<file path="src/rtl/alu_mc_if.sv">
// Request/response bundle for the multi-cycle ALU: operation request in, result and zero flag out.
interface alu_mc_if;
   logic        in_valid;
   logic        in_ready;
   logic [63:0] a;
   logic [63:0] b;
   logic [3:0]  ALUControl;
   logic        out_valid;
   logic        out_ready;
   logic [63:0] result;
   logic        zero;

   // Requester side: issues operations and consumes results
   modport master (
      output in_valid, a, b, ALUControl, out_ready,
      input  in_ready, out_valid, result, zero
   );

   // ALU side
   modport slave (
      input  in_valid, a, b, ALUControl, out_ready,
      output in_ready, out_valid, result, zero
   );
endinterface

</file>
<file path="src/rtl/alu_mc.sv">
// 64-bit ALU: logic/add/sub/pass-b complete in one cycle; MUL runs a 64-step shift-add
// multiplier. One operation in flight; the result is held until the consumer takes it.
module alu_mc (
   input logic       clk,
   input logic       reset,
   alu_mc_if.slave   bus
);
   localparam int unsigned DW = 64;
   localparam int unsigned CW = 6;

   localparam logic [3:0] OP_AND  = 4'b0000;
   localparam logic [3:0] OP_OR   = 4'b0001;
   localparam logic [3:0] OP_ADD  = 4'b0010;
   localparam logic [3:0] OP_SUB  = 4'b0110;
   localparam logic [3:0] OP_PASB = 4'b0111;
   localparam logic [3:0] OP_MUL  = 4'b1000;

   localparam logic [DW-1:0] DEFAULT_RESULT = DW'(20'hfffff);
   localparam logic [CW-1:0] LAST_ITER      = CW'(DW - 1);

   typedef enum logic [1:0] {
      IDLE = 2'd0,
      MUL  = 2'd1,
      DONE = 2'd2
   } state_t;

   state_t          state;
   logic [DW-1:0]   res_q;
   logic [DW-1:0]   mcand_q;
   logic [DW-1:0]   mplier_q;
   logic [DW-1:0]   acc_q;
   logic [CW-1:0]   cnt_q;
   logic            vld_q;

   logic [DW-1:0]   alu_c;
   logic [DW-1:0]   acc_next_c;

   // Single-cycle datapath, evaluated on the live inputs at the accept edge
   always_comb begin
      alu_c = DEFAULT_RESULT;
      case (bus.ALUControl)
         OP_AND:  alu_c = bus.a & bus.b;
         OP_OR:   alu_c = bus.a | bus.b;
         OP_ADD:  alu_c = bus.a + bus.b;
         OP_SUB:  alu_c = bus.a - bus.b;
         OP_PASB: alu_c = bus.b;
         default: alu_c = DEFAULT_RESULT;
      endcase
   end

   // One shift-add step: add the shifted multiplicand when the current multiplier LSB is set
   always_comb begin
      acc_next_c = acc_q;
      if (mplier_q[0]) begin
         acc_next_c = acc_q + mcand_q;
      end
   end

   // Control FSM and datapath registers
   always_ff @(posedge clk) begin
      if (reset) begin
         state    <= IDLE;
         res_q    <= '0;
         mcand_q  <= '0;
         mplier_q <= '0;
         acc_q    <= '0;
         cnt_q    <= '0;
         vld_q    <= 1'b0;
      end else begin
         case (state)
            IDLE: begin
               if (bus.in_valid) begin
                  mcand_q  <= bus.a;
                  mplier_q <= bus.b;
                  acc_q    <= '0;
                  cnt_q    <= '0;
                  if (bus.ALUControl == OP_MUL) begin
                     state <= MUL;
                  end else begin
                     res_q <= alu_c;
                     vld_q <= 1'b1;
                     state <= DONE;
                  end
               end
            end
            MUL: begin
               acc_q    <= acc_next_c;
               mcand_q  <= mcand_q << 1;
               mplier_q <= mplier_q >> 1;
               cnt_q    <= cnt_q + CW'(1);
               if (cnt_q == LAST_ITER) begin
                  res_q <= acc_next_c;
                  vld_q <= 1'b1;
                  state <= DONE;
               end
            end
            DONE: begin
               if (bus.out_ready) begin
                  vld_q <= 1'b0;
                  state <= IDLE;
               end
            end
            default: begin
               vld_q <= 1'b0;
               state <= IDLE;
            end
         endcase
      end
   end

   assign bus.in_ready  = (state == IDLE);
   assign bus.out_valid = vld_q;
   assign bus.result    = res_q;
   assign bus.zero      = (res_q == '0);

endmodule

</file>
<file path="src/flat_wrapper.sv">
// flat-port wrapper written by rule: the top's interface ports become plain ports
module alu_mc_flat 
  (clk, reset, bus_in_valid, bus_a, bus_b, bus_ALUControl, bus_out_ready, bus_in_ready, bus_out_valid, bus_result, bus_zero);
  alu_mc_if bus_i ();
  input logic clk;
  input logic reset;
  input wire logic [$bits(bus_i.in_valid)-1:0] bus_in_valid;
  input wire logic [$bits(bus_i.a)-1:0] bus_a;
  input wire logic [$bits(bus_i.b)-1:0] bus_b;
  input wire logic [$bits(bus_i.ALUControl)-1:0] bus_ALUControl;
  input wire logic [$bits(bus_i.out_ready)-1:0] bus_out_ready;
  output wire logic [$bits(bus_i.in_ready)-1:0] bus_in_ready;
  output wire logic [$bits(bus_i.out_valid)-1:0] bus_out_valid;
  output wire logic [$bits(bus_i.result)-1:0] bus_result;
  output wire logic [$bits(bus_i.zero)-1:0] bus_zero;
  assign bus_i.in_valid = bus_in_valid;
  assign bus_i.a = bus_a;
  assign bus_i.b = bus_b;
  assign bus_i.ALUControl = bus_ALUControl;
  assign bus_i.out_ready = bus_out_ready;
  assign bus_in_ready = bus_i.in_ready;
  assign bus_out_valid = bus_i.out_valid;
  assign bus_result = bus_i.result;
  assign bus_zero = bus_i.zero;
  alu_mc u_core (.clk(clk), .reset(reset), .bus(bus_i));
endmodule
</file>
<file path="config.mk">
export PLATFORM = sky130hd
export DESIGN_NAME = alu_mc_flat
export DESIGN_NICKNAME = d
export VERILOG_FILES = /design/src/rtl/alu_mc_if.sv /design/src/rtl/alu_mc.sv /design/src/flat_wrapper.sv
export SDC_FILE = /design/constraint.sdc
export NUM_CORES = 1
export LEC_CHECK = 0
export BUFFER_PORTS_ARGS = -buffer_cell sky130_fd_sc_hd__buf_2
export CELL_PAD_IN_SITES_DETAIL_PLACEMENT = 0
export CELL_PAD_IN_SITES_GLOBAL_PLACEMENT = 1
export CORE_UTILIZATION = 40
export DETAILED_ROUTE_END_ITERATION = 7
export PLACE_DENSITY_LB_ADDON = 0.1
export SYNTH_ARGS = -nofsm -noshare
export SYNTH_HDL_FRONTEND = slang
export SYNTH_SLANG_ARGS = --single-unit
</file>
<file path="constraint.sdc">
create_clock -name clk -period 5.15 [get_ports clk]
set_clock_uncertainty 0.1 [all_clocks]
set_input_delay 0.2575 -clock clk [delete_from_list [all_inputs] [get_ports clk]]
set_output_delay 0.2575 -clock clk [all_outputs]
set_load 0.005 [all_outputs]
</file>
==> results of run 1 <==
sequential cells by signal, summed over array words and instances, names as in the netlist:
register	flops
u_core.acc_q	64
u_core.bus.result	64
u_core.mcand_q	64
u_core.mplier_q	64
u_core.cnt_q	6
u_core.state	2
u_core.bus.out_valid	1
area by class of cell:
class | count | area share (%)
clock buffer | 51 | 3.90
clock inverter | 15 | 0.737
inverter | 54 | 0.770
multi-input combinational | 2512 | 58.7
sequential | 265 | 20.2
tap | 696 | 3.31
timing repair buffer | 463 | 12.4
cell usage in the layout, fill, tap and decap left out, drive strengths merged, types with 13 or more instances in the layout:
cell	count
xnor2	90
inv	57
mux2i	30
ha	130
dfxtp	265
nor2	372
a211oi	65
a21o	78
or3	16
a31oi	28
xor2	74
nand4	46
a21oi	299
dlygate4sd3	105
o21bai	39
nor3	56
nor2b	22
o22ai	21
nor4	23
o21ai	145
o31ai	21
o211ai	20
a22oi	49
a311oi	147
o21a	13
nand2	524
nand3	34
buf	357
nand2b	20
clkbuf	52
synthesized netlist by cell type (7+ instances only):
master / instances
nand3_1: 33
xor2_1: 74
nor3b_1: 8
nor4_1: 22
o21bai_1: 39
dfxtp_1: 265
a21o_1: 78
a221oi_1: 8
o22ai_1: 21
or3_1: 14
nand4_1: 45
and3_1: 12
ha_1: 130
buf_1: 13
a22oi_1: 49
xnor2_1: 90
nor2b_1: 22
mux2_2: 11
o211ai_1: 20
inv_1: 53
o21ai_0: 145
a31oi_1: 28
a311oi_1: 147
o41ai_1: 8
a211oi_1: 65
a21oi_1: 299
nand2b_1: 20
clkbuf_1: 210
nor3_1: 55
o21a_1: 13
mux2i_1: 30
a222oi_1: 12
nor2_1: 372
o31ai_1: 21
and2_1: 7
nand2_1: 524
kinds of logic (layout without fill, tap and decap cells):
kind of cell / Yosys count / after routing / share of synthesized area [%]
adders and majority gates: 134 / 134 / 7.74
buffers and inverters: 290 / 583 / 5.24
and+or+nand+nor: 1158 / 1158 / 22.9
xor gates and xnor gates: 164 / 164 / 6.60
DFF: 265 / 265 / 24.4
AOI/OAI and AO/OA: 1015 / 1015 / 31.2
muxes: 41 / 41 / 1.95
power by group:
part | internal (mW) | switching (mW) | leakage, nW | total [mW]
clock | 1.56 | 1.07 | 0.600 | 2.63
sequential | 2.20 | 0.150 | 2.18 | 2.35
combinational | 0.790 | 1.22 | 8.38 | 2.01
path summary, 6_finish.rpt:
kind                                             end                     startpoint  slack, ns
setup / recovery  u_core.bus.result[60]$_SDFFE_PP0P_                      bus_b[21]       0.24
hold / removal      u_core.mplier_q[28]$_SDFFE_PP0P_                      bus_b[28]       0.03
setup reg to reg  u_core.bus.result[44]$_SDFFE_PP0P_   u_core.acc_q[0]$_SDFFE_PP0P_       0.58
hold reg to reg        u_core.acc_q[46]$_SDFFE_PP0P_  u_core.acc_q[46]$_SDFFE_PP0P_       0.37
worst min-delay path, stage by stage:
cell,delay (ns)
buf_2,0.10
buf_4,0.16
nand2_1,0.06
a311oi_1,0.07
timing repair:
item / in CTS / in global routing
hold buffers: 105 / 0
hold endpoints to repair: 106 / 0
setup endpoints to repair: 0 / 14
resized for setup: 0 / 18
routing by layer:
| layer | share of wire [%] | global-route usage (%) |
|---|---|---|
| met5 | 0.014 | 0 |
| met4 | 3.0 | 10.5 |
| met3 | 8.1 | 5.49 |
| met2 | 40 | 46.8 |
| met1 | 48 | 49.8 |
per-stage QoR:
stage	setup TNS (ns)	util, %	power, mW
2_1_floorplan	0	-	3.52
3_3_place_gp	-0.868	44.6	4.28
3_5_place_dp	-1.83	44.6	4.29
4_1_cts	0	48.8	7.01
5_1_grt	-0.0191	48.9	7.30
6_report	0	48.9	7.00
==> results.tsv, run 1 <==
metric	value	unit
viasPerCell	6.06	
numCtsBuffers	36	
power-per-cell-area	266	nW/um^2
dp.cells	3885	
nFillCells	5439	
status	complete, no violations	
yosys-top-cells-area	dfxtp_1 24%, nand2_1 9.0%, ha_1 7.5%, a21oi_1 6.9%, nor2_1 6.4%	
synth-seq-area-share	24.4	%
grt_first_pass_wirelength	141	mm
rows	85	
die-area	55400	sq um
maxSlewViolCount	0	
grt_pass1_vias	22700	
cap_violations	0	
clkSinkCount	265	
cts.clk_slew.worst_paths	0.05	ns
avgSynthCellArea	7.10	sq um
synth-async-reset-ratio	0	%
path_max_fanout	5	
drcViolationCount	0	
end_kind	flop	
cp_slowest_stage_delay	0.53	ns
critPathTopFamily	compound AO/OA/AOI/OAI gates	
synth_top_area_share	24.4	%
tightest_slew	1.06	ns
htreeDepth	2	
io_pins	203	
synth_cell_type_count	82	
startpoint_type	primary input	
critical_path_required	5.44	ns
holdPathStages	4	
synth_edf_count	0	
crit_arrival	5.21	ns
synth_area	21800	sq um
slowest_stage	dlygate4sd3_1	
clockBufferDepth	3	
place_congestion	0.997	
first_pass_iters	5	
hpwl	71.6	mm
drt_iter0_markers	2662	
dieWidth	235	um
hold_viol	0	
drt-total-wl	94.2	mm
setup_viol	0	
overflow	0	
grt_antenna_before_repair	2	
drive_gt1_share	14.0	%
min_period	4.91	ns
ir_drop	225	uV
cts_tree	built	
path_buf_inv	4	
cts-root-buf	clkbuf_16	
worstSetupPathType	in2reg	
layout.nets	3600	
synth_top_cell_by_area	dfxtp_1	
worst-path-stages	25	
leakage	11.2	nW
hp-class	in2reg	
max_freq	204	MHz
period_share	95.4	%
start_util	40.5	%
layout.cells.non_filler	4056	
relSlewSlack	29.2	%
syn_nets	3335	
areaGrowthSynthToFinish	20.9	%
cpMostUsedCell	a21o_1	
die_h	235	um
grt_max_degree	140	
fin_ws	0.237	ns
synthFlopType	dfxtp_1	
clk_latency	0.58	ns
avgRoutedWirePerCell	23.2	um
synth_warnings	0	
synthCells	3067	
seq_area	5310	sq um
fin_area	26300	sq um
antenna_cells	0	
design.core.area	53800	sq um
ys_ff_latch	265	
place_ws	-0.221	ns
placed_area	24000	sq um
track_usage	33.0	%
port_buffers	202	
vias	24600	
ant_nets	0	
reg2regPathDepth	13	
worst_hold_slack	0.0349	ns
multi_input_area	15500	sq um
cts_setup_buffers	0	
Note: power is estimated with default switching activity, not from simulation.
==> inputs of run 2 (changes only) <==
Settings changed: BUFFER_PORTS_ARGS -buffer_cell sky130_fd_sc_hd__buf_2 to default, CORE_UTILIZATION 40 to 44, DONT_BUFFER_PORTS from default to 1.
Clock period 5.15 ns to 6.2 ns, I/O delays scaled along.
==> run 2 against run 1 <==
  * Total power is 20% lower
  * Die area is 9.0% lower
  * Worst hold slack better by 0.0052 ns
  * Routed wire length is 1.9% lower
  * Sequential power is 16% lower
  * Register-to-register slack better by 1.0 ns
  * Final area is 6.8% lower
  * Sequential share of layout area is 1.5 points higher
  * Clock-buffer cell count is 9 lower
  * Utilization is 1.3 points higher
  * Largest cell class unchanged
  * Highest routed layer is now met4
==> results.tsv, run 2 (synthesis results as in run 1) <==
metric	value	unit
cts_setup_buffers	0	
hold_start	bus_b[54]	
grt_max_degree	265	
drive_gt1_share	4.26	%
first_pass_iters	6	
worst_hold_slack	0.0400	ns
grt_pass1_vias	21500	
min_period	5.47	ns
drcViolationCount	0	
hold_viol	0	
rrSetupSlack	1.62	ns
cts.clk_slew.worst_paths	0.07	ns
numCtsBuffers	35	
cpMostUsedCell	a21o_1	
dieWidth	224	um
worstSetupPathType	in2reg	
cp_slowest_stage_delay	0.58	ns
mostFrequentLayoutCells	524 x nand2_1, 366 x nor2_1, 298 x a21oi_1	
htreeDepth	2	
min_to	u_core.bus.result[54]$_SDFFE_PP0P_	
status	complete, no violations	
path_cells	or3_1 -> nor4_1 -> nand4_1 -> nor3_1 -> and2_1 -> nand2_1 -> nor2_1 -> nor2_1 -> xnor2_1 -> ha_1 -> a21oi_1 -> o21ai_0 -> a21o_1 -> a21o_1 -> a21o_1 -> a21o_1 -> mux2i_1 -> a222oi_1 -> o21ai_0 -> a21oi_1 -> a311oi_1	
relSlewSlack	18.9	%
tightest_slew	1.22	ns
io_pins	203	
end_kind	flop	
crit_arrival	5.77	ns
holdPathStages	3	
track_usage	35.8	%
setup-tns-final	0	ns
drt_iter0_markers	2529	
clockBufferDepth	3	
seq_area	5310	sq um
final_common_cell	nand2_1	
startpoint_type	primary input	
grt_first_pass_wirelength	137	mm
max_freq	183	MHz
cts-root-buf	clkbuf_16	
rows	81	
rsz0062_at_grt	false	
clkSinkCount	265	
maxSlewViolCount	0	
overflow	0	
cts_tree	built	
design.core.area	48800	sq um
layout.nets	3300	
rr_startpoint	u_core.mcand_q[0]$_SDFFE_PP0P_	
critical_path_required	6.50	ns
areaGrowthSynthToFinish	12.7	%
cap_violations	0	
reg2regPathDepth	13	
viasPerCell	6.34	
drt-total-wl	92.4	mm
die-area	50400	sq um
power-per-cell-area	227	nW/um^2
nFillCells	4991	
hpwl	67.8	mm
start_util	44.6	%
avgRoutedWirePerCell	24.8	um
port_buffers	0	
multi_input_area	15400	sq um
period_share	88.2	%
ir_drop	188	uV
r2r_end	u_core.bus.result[44]$_SDFFE_PP0P_	
slowest_stage	nor4_1	
clk_latency	0.58	ns
antenna_cells	0	
path_max_fanout	6	
ant_nets	0	
hp-class	in2reg	
setup_viol	0	
leakage	9.78	nW
grt_antenna_before_repair	0	
place_congestion	0.960	
vias	23600	
die_h	224	um
==> run 2: worst max-delay path by stage <==
stage | from | endpoint | slack (ns) | depth (start not counted)
after floorplan | bus_b[11] | u_core.bus.result[60]$_SDFFE_PP0P_ | 1.04 | 21
after global placement | bus_b[22] | u_core.bus.result[60]$_SDFFE_PP0P_ | 0.29 | 21
after detailed placement | bus_b[22] | u_core.bus.result[60]$_SDFFE_PP0P_ | 0.20 | 21
after CTS | bus_b[22] | u_core.bus.result[60]$_SDFFE_PP0P_ | 0.75 | 21
after global routing | bus_b[13] | u_core.bus.result[57]$_SDFFE_PP0P_ | 0.49 | 19
final | bus_b[22] | u_core.bus.result[60]$_SDFFE_PP0P_ | 0.73 | 21
==> run 2: cell type report <==
cell class                      count  share of cell area [%]
Multi-Input combinational cell   2512                    62.7
Timing Repair Buffer              164                    6.54
Tap cell                          664                    3.39
Sequential cell                   265                    21.6
Clock inverter                     18                    1.17
Inverter                           54                   0.826
Clock buffer                       42                    3.72
==> run 2: repair_timing <==
| item | CTS | global route |
|---|---|---|
| gates resized for setup | 0 | 0 |
| endpoints found under the hold margin | 265 | 0 |
| hold buffers | 132 | 0 |
==> run 2: worst max-delay path: cells and delay by family <==
kind | cells | cell delay [ns]
compound gates | 10 | 2.25
xor+xnor | 1 | 0.13
fa+ha+maj | 1 | 0.20
mux | 1 | 0.11
simple gates | 8 | 2.75
==> run 2: through the flow <==
stage	power, mW	utilization, %	std cells	cell area, sq um	worst slack [ns]
4_1_cts	5.58	50.2	3719	24500	0.748
2_1_floorplan	2.92	-	3067	21800	1.04
3_3_place_gp	3.26	45.0	3527	22000	0.288
6_report	5.58	50.2	3719	24500	0.733
5_1_grt	5.81	50.2	3719	24500	0.493
3_5_place_dp	3.26	45.0	3527	22000	0.204
==> run 2: where the power goes <==
| group | switching, mW | total [mW] | leakage [nW] | internal [mW] |
|---|---|---|---|---|
| Clock | 0.890 | 2.21 | 0.583 | 1.31 |
| Sequential | 0.141 | 1.97 | 2.18 | 1.83 |
| Combinational | 0.869 | 1.41 | 7.02 | 0.540 |
==> run 2: routing by layer <==
metal | part of all wire (%) | track usage, % | wire length, um
met3 | 9.7 | 7.76 | 8990
met4 | 3.1 | 11.4 | 2850
met1 | 47 | 53.4 | 43400
met5 | 0 | 0 | 0
met2 | 40 | 50.3 | 37200
